===== config.mk =====
export PLATFORM = sky130hd
export DESIGN_NAME = ili_reset_seq
export DESIGN_NICKNAME = d
export VERILOG_FILES = /design/src/rtl/ili_reset_seq.sv
export SDC_FILE = /design/constraint.sdc
export NUM_CORES = 1
export LEC_CHECK = 0
export CAP_MARGIN = 20
export CORE_MARGIN = 2
export CORE_UTILIZATION = 47
export DETAILED_ROUTE_END_ITERATION = 12
export HOLD_SLACK_MARGIN = 0.05
export PLACE_DENSITY = 0.81
export SLEW_MARGIN = 40
export SYNTH_ARGS = -nofsm -noshare
export SYNTH_HDL_FRONTEND = slang
export SYNTH_SLANG_ARGS = --single-unit
export TNS_END_PERCENT = 20

===== constraint.sdc =====
create_clock -name clk -period 2.3 [get_ports clk]
set_clock_uncertainty 0.05 [all_clocks]
set_input_delay 0.345 -clock clk [delete_from_list [all_inputs] [get_ports clk]]
set_output_delay 0.345 -clock clk [all_outputs]
set_load 0.05 [all_outputs]

===== src/rtl/ili_reset_seq.sv =====
// ILI9341 RESX sequencer: guaranteed low pulse, then a recovery wait, with status and
// soft-trigger registers on a 4-word Avalon-MM slave.
module ili_reset_seq #(
  parameter int unsigned RST_LOW_CYCLES  = 500,
  parameter int unsigned RST_WAIT_CYCLES = 6000000,
  parameter int unsigned CNT_W           = 23
) (
  input  logic        clk,
  input  logic        reset_n,
  input  logic        rst_req_n,
  input  logic [1:0]  address,
  input  logic        chipselect,
  input  logic        write_n,
  input  logic [31:0] writedata,
  output logic [31:0] readdata,
  output logic        lcd_rst_n,
  output logic        ready,
  output logic        irq
);

  typedef enum logic [1:0] {
    StHold  = 2'd0,
    StPulse = 2'd1,
    StWait  = 2'd2,
    StReady = 2'd3
  } state_e;

  localparam logic [CNT_W-1:0] LowLast  = CNT_W'(RST_LOW_CYCLES - 1);
  localparam logic [CNT_W-1:0] WaitLast = CNT_W'(RST_WAIT_CYCLES - 1);
  localparam logic [CNT_W-1:0] CntOne   = CNT_W'(1);

  state_e           state_q;
  logic [CNT_W-1:0] cnt_q;
  logic             done_flag_q;
  logic             irq_en_q;
  logic [7:0]       seq_count_q;

  logic wr_en;
  logic soft_trig;
  logic flag_wr;
  logic seq_done;
  logic unused_wdata;

  assign wr_en        = chipselect & ~write_n;
  assign soft_trig    = wr_en & (address == 2'd1) & writedata[0];
  assign flag_wr      = wr_en & (address == 2'd3);
  assign unused_wdata = ^writedata[31:2];

  // Completion only counts when neither the PIO nor a soft trigger pre-empts it.
  assign seq_done = rst_req_n & ~soft_trig & (state_q == StWait) & (cnt_q == WaitLast);

  always_ff @(posedge clk or negedge reset_n) begin
    if (!reset_n) begin
      state_q     <= StPulse;
      cnt_q       <= '0;
      lcd_rst_n   <= 1'b0;
      ready       <= 1'b0;
      done_flag_q <= 1'b0;
      irq_en_q    <= 1'b0;
      seq_count_q <= 8'd0;
    end else begin
      if (!rst_req_n) begin
        state_q   <= StHold;
        cnt_q     <= '0;
        lcd_rst_n <= 1'b0;
        ready     <= 1'b0;
      end else if ((state_q == StHold) || soft_trig) begin
        // Every release or restart re-applies the full minimum low time.
        state_q   <= StPulse;
        cnt_q     <= '0;
        lcd_rst_n <= 1'b0;
        ready     <= 1'b0;
      end else begin
        case (state_q)
          StPulse: begin
            if (cnt_q == LowLast) begin
              state_q   <= StWait;
              cnt_q     <= '0;
              lcd_rst_n <= 1'b1;
            end else begin
              cnt_q <= cnt_q + CntOne;
            end
          end
          StWait: begin
            if (cnt_q == WaitLast) begin
              state_q <= StReady;
              cnt_q   <= '0;
              ready   <= 1'b1;
            end else begin
              cnt_q <= cnt_q + CntOne;
            end
          end
          default: ;
        endcase
      end

      if (flag_wr) begin
        irq_en_q <= writedata[1];
      end

      if (seq_done) begin
        done_flag_q <= 1'b1;
        seq_count_q <= seq_count_q + 8'd1;
      end else if (flag_wr && writedata[0]) begin
        done_flag_q <= 1'b0;
      end
    end
  end

  always_comb begin
    readdata = '0;
    case (address)
      2'd0:    readdata = {28'b0, state_q, lcd_rst_n, ready};
      2'd2:    readdata = {24'b0, seq_count_q};
      2'd3:    readdata = {30'b0, irq_en_q, done_flag_q};
      default: readdata = '0;
    endcase
  end

  assign irq = done_flag_q & irq_en_q;

endmodule


==> qor.csv <==
stage,metric,value,unit
finish,stdcell_area,2756,sq um
timing,worstMarginPinSlew,0.5019,ns
cts,path_clk_slew,0.07,ns
logic_synthesis,yosys.area.top_type,dfrtp_1,
logic_synthesis,ys_warn_count,0,
drt,drt_iter0_drc,95,
logic_synthesis,synth_edf_count,0,
drt,vias,1867,
logic_synthesis,yosysUniqueCellTypes,50,
floorplanning,core-area,4755,sq um
drt,wl_per_cell,13.60,um
setup_path,r2r_end,seq_count_q[1],
floorplanning,die_x,74.58,um
cts,root_buffer,clkbuf_8,
logic_synthesis,synth.avg_cell_area,9.516,sq um
timing,post-route-min-period,2.069,ns
finish,drive_gt1_share,15.64,%
floorplanning,dieArea,5561,sq um
drt,via_per_inst,5.459,
power,p_total,1.341,mW
cts,postCtsSetupBuffers,0,
cts,clk_path_buf_depth,2,
timing,maxSlewViolCount,0,
setup_path,cp_max_fo,9,
floorplanning,die_h,74.58,um
finish,diodes,0,
global_routing,grt_max_degree,38,
drt,drc,0,
drt,dr.pass1.iters,5,
setup_path,cp.arrival,2.20,ns
setup_path,worstReg2RegStart,cnt_q[12],
finish,areaGrowthSynthToFinish,17.74,%
setup_path,criticalPathCategory,flop to flop,
logic_synthesis,ys_seq_area_share,39.60,%
drt,drt_wl_total,4.651,mm
place,dp_hpwl,3.469,mm
logic_synthesis,syn-cell-area,2341,sq um
drt,final_antenna_net_count,0,
setup_path,cp.required,2.43,ns
timing,hold_violations,0,
logic_synthesis,async_flop_share,100.0,%
setup_path,worst-r2r-setup-slack,0.23,ns
cts,h-tree-depth,2,
power,p_per_area,486.7,nW/um^2
cts,insertion_delay,0.29,ns
logic_synthesis,synth-seq-cells,37,
floorplanning,rows,25,
logic_synthesis,netlist_instances,246,
place,place_area,2646,sq um
global_routing,grt_pass1_wl,7.914,mm
job,drv_cap,0,
timing,fin_crit_sh,89.94,%
timing,rsz0062_at_grt,false,
logic_synthesis,yosys-top-cells-area,"dfrtp_1 38%, buf_4 8.7%, xnor2_1 5.6%, nand4_1 3.7%, nor2_1 3.5%",
timing,fin_tns_setup,0,ns
finish,nNetsFinal,315,
global_routing,antenna_found_initial,0,
floorplanning,start_util,49.24,%
global_routing,grt_pass1_vias,1705,
cts,clkSinkCount,37,
min_path,min_path_type,primary input to asynchronous set/reset pin,
power,p_leak,1.185,nW
global_routing,globalRouteOverflowTotal,0,
setup_path,cp-end-kind,flop,
global_routing,track_usage,18.77,%
place,port_buffers,19,
cts,cts_tree,built,
timing,setup_violations,0,
outcome,status,finished clean,
logic_synthesis,synth-main-ff-cell,dfrtp_1,
floorplanning,ioPinCount,74,
setup_path,r2r_cells,5,
logic_synthesis,synth_commonest_cells,"36 x dfrtp_1, 27 x buf_4, 22 x nor2_1",
timing,max_freq,483.4,MHz
power,ir_worst_vdd,362.8,uV
logic_synthesis,yosysTopAreaCellShare,38.48,%
logic_synthesis,yosysMostFrequentCell,dfrtp_1,
place,gp_congestion,0.9069,
timing,max_slew_margin,66.44,%
setup_path,worstSetupStartpointType,flop,
cts,numCtsBuffers,5,
-- cells by family (layout without fill, tap and decap cells) --
| family | count (synthesis) | after routing | share of synthesized area [%] |
|---|---|---|---|
| XOR/XNOR | 22 | 22 | 8.231 |
| AND/OR/NAND/NOR | 110 | 110 | 27.20 |
| other | 1 | 24 | 0.1602 |
| flip-flops | 37 | 37 | 39.60 |
| AO/OA/AOI/OAI | 32 | 32 | 10.80 |
| buffers and inverters | 36 | 42 | 10.26 |
| multiplexers | 6 | 6 | 2.672 |
| adder cells (fa/ha/maj) | 2 | 2 | 1.069 |
-- report_power, final --
| part | switching, mW | internal [mW] |
|---|---|---|
| clock network | 0.231 | 0.271 |
| logic | 0.134 | 0.0404 |
| registers | 0.00789 | 0.658 |
| total | 0.373 | 0.969 |
-- per-stage QoR --
stage / setup WS [ns] / hold WS [ns] / cells / util [%]
2_1_floorplan: 0.05354 / -0.0005911 / 269 / -
3_3_place_gp: 0.07491 / 0.4053 / 334 / 55.66
3_5_place_dp: 0.02212 / 0.4292 / 334 / 55.66
4_1_cts: 0.1954 / 0.4357 / 342 / 57.79
5_1_grt: 0.04531 / 0.4619 / 342 / 57.97
6_report: 0.2314 / 0.4278 / 342 / 57.97
-- placed cells by master (no fill, tap or decap), drive strengths merged, types with 2 or more instances in the layout --
cell / n
o2111ai: 2
o221a: 2
or3: 6
nor2: 22
xnor2: 15
inv: 2
nand2: 14
nand2b: 3
a21o: 5
nand4: 15
nand3b: 2
nor3: 6
nor4: 5
and2: 7
nor2b: 2
and3: 5
mux2: 2
mux2i: 4
conb: 24
clkbuf: 7
ha: 2
clkdlybuf4s50: 11
a21oi: 4
dfrtp: 36
buf: 21
nor4b: 5
xor2: 7
a221oi: 2
o21ai: 8
o21a: 2
nand3: 12
-- worst max-delay path: stages, from the launching register on --
cell and delay, ns:
dfrtp_1 0.45, nor4b_1 0.31, nand2_1 0.27, nor4_4 0.33, buf_4 0.21, mux2_2 0.33
-- sequential cells by signal (all words and copies together), names as in the netlist --
name / cells
seq_count_q: 8
lcd_rst_n: 1
done_flag_q: 1
irq_en_q: 1
cnt_q: 23
state_q: 2
ready: 1
-- per-layer routing --
layer,share of wire (%),GRT usage [%]
met4,2.2,6.746
met3,5.8,4.607
met1,43,23.90
met2,49,31.17
met5,0,0
-- what timing repair did --
item / 4_1_cts / 5_1_grt
gates resized for setup: 0 / 1
endpoints found under the hold margin: 0 / 0
hold buffers: 0 / 0
setup endpoints to repair: 0 / 6
-- worst max path at each step --
stage / from / endpoint / slack, ns / cells past startpoint
2_1_floorplan: ready / readdata[0] / 0.05 / 2
3_3_place_gp: address[0] / cnt_q[3] / 0.07 / 6
3_5_place_dp: address[0] / cnt_q[18] / 0.02 / 7
4_1_cts: cnt_q[12] / cnt_q[18] / 0.20 / 6
5_1_grt: cnt_q[0] / cnt_q[16] / 0.05 / 7
6_report: cnt_q[12] / seq_count_q[1] / 0.23 / 5
-- cell type report --
cell class	count	area, sq um
fillers	416	1998
multi-input cells	196	1269
flip-flops and latches	37	927.1
repair buffers	32	367.9
clock buffers	7	96.34
well taps	67	83.83
inverters	2	7.507
clock inverters	1	5.005
Power figures use the tool's default switching activity.
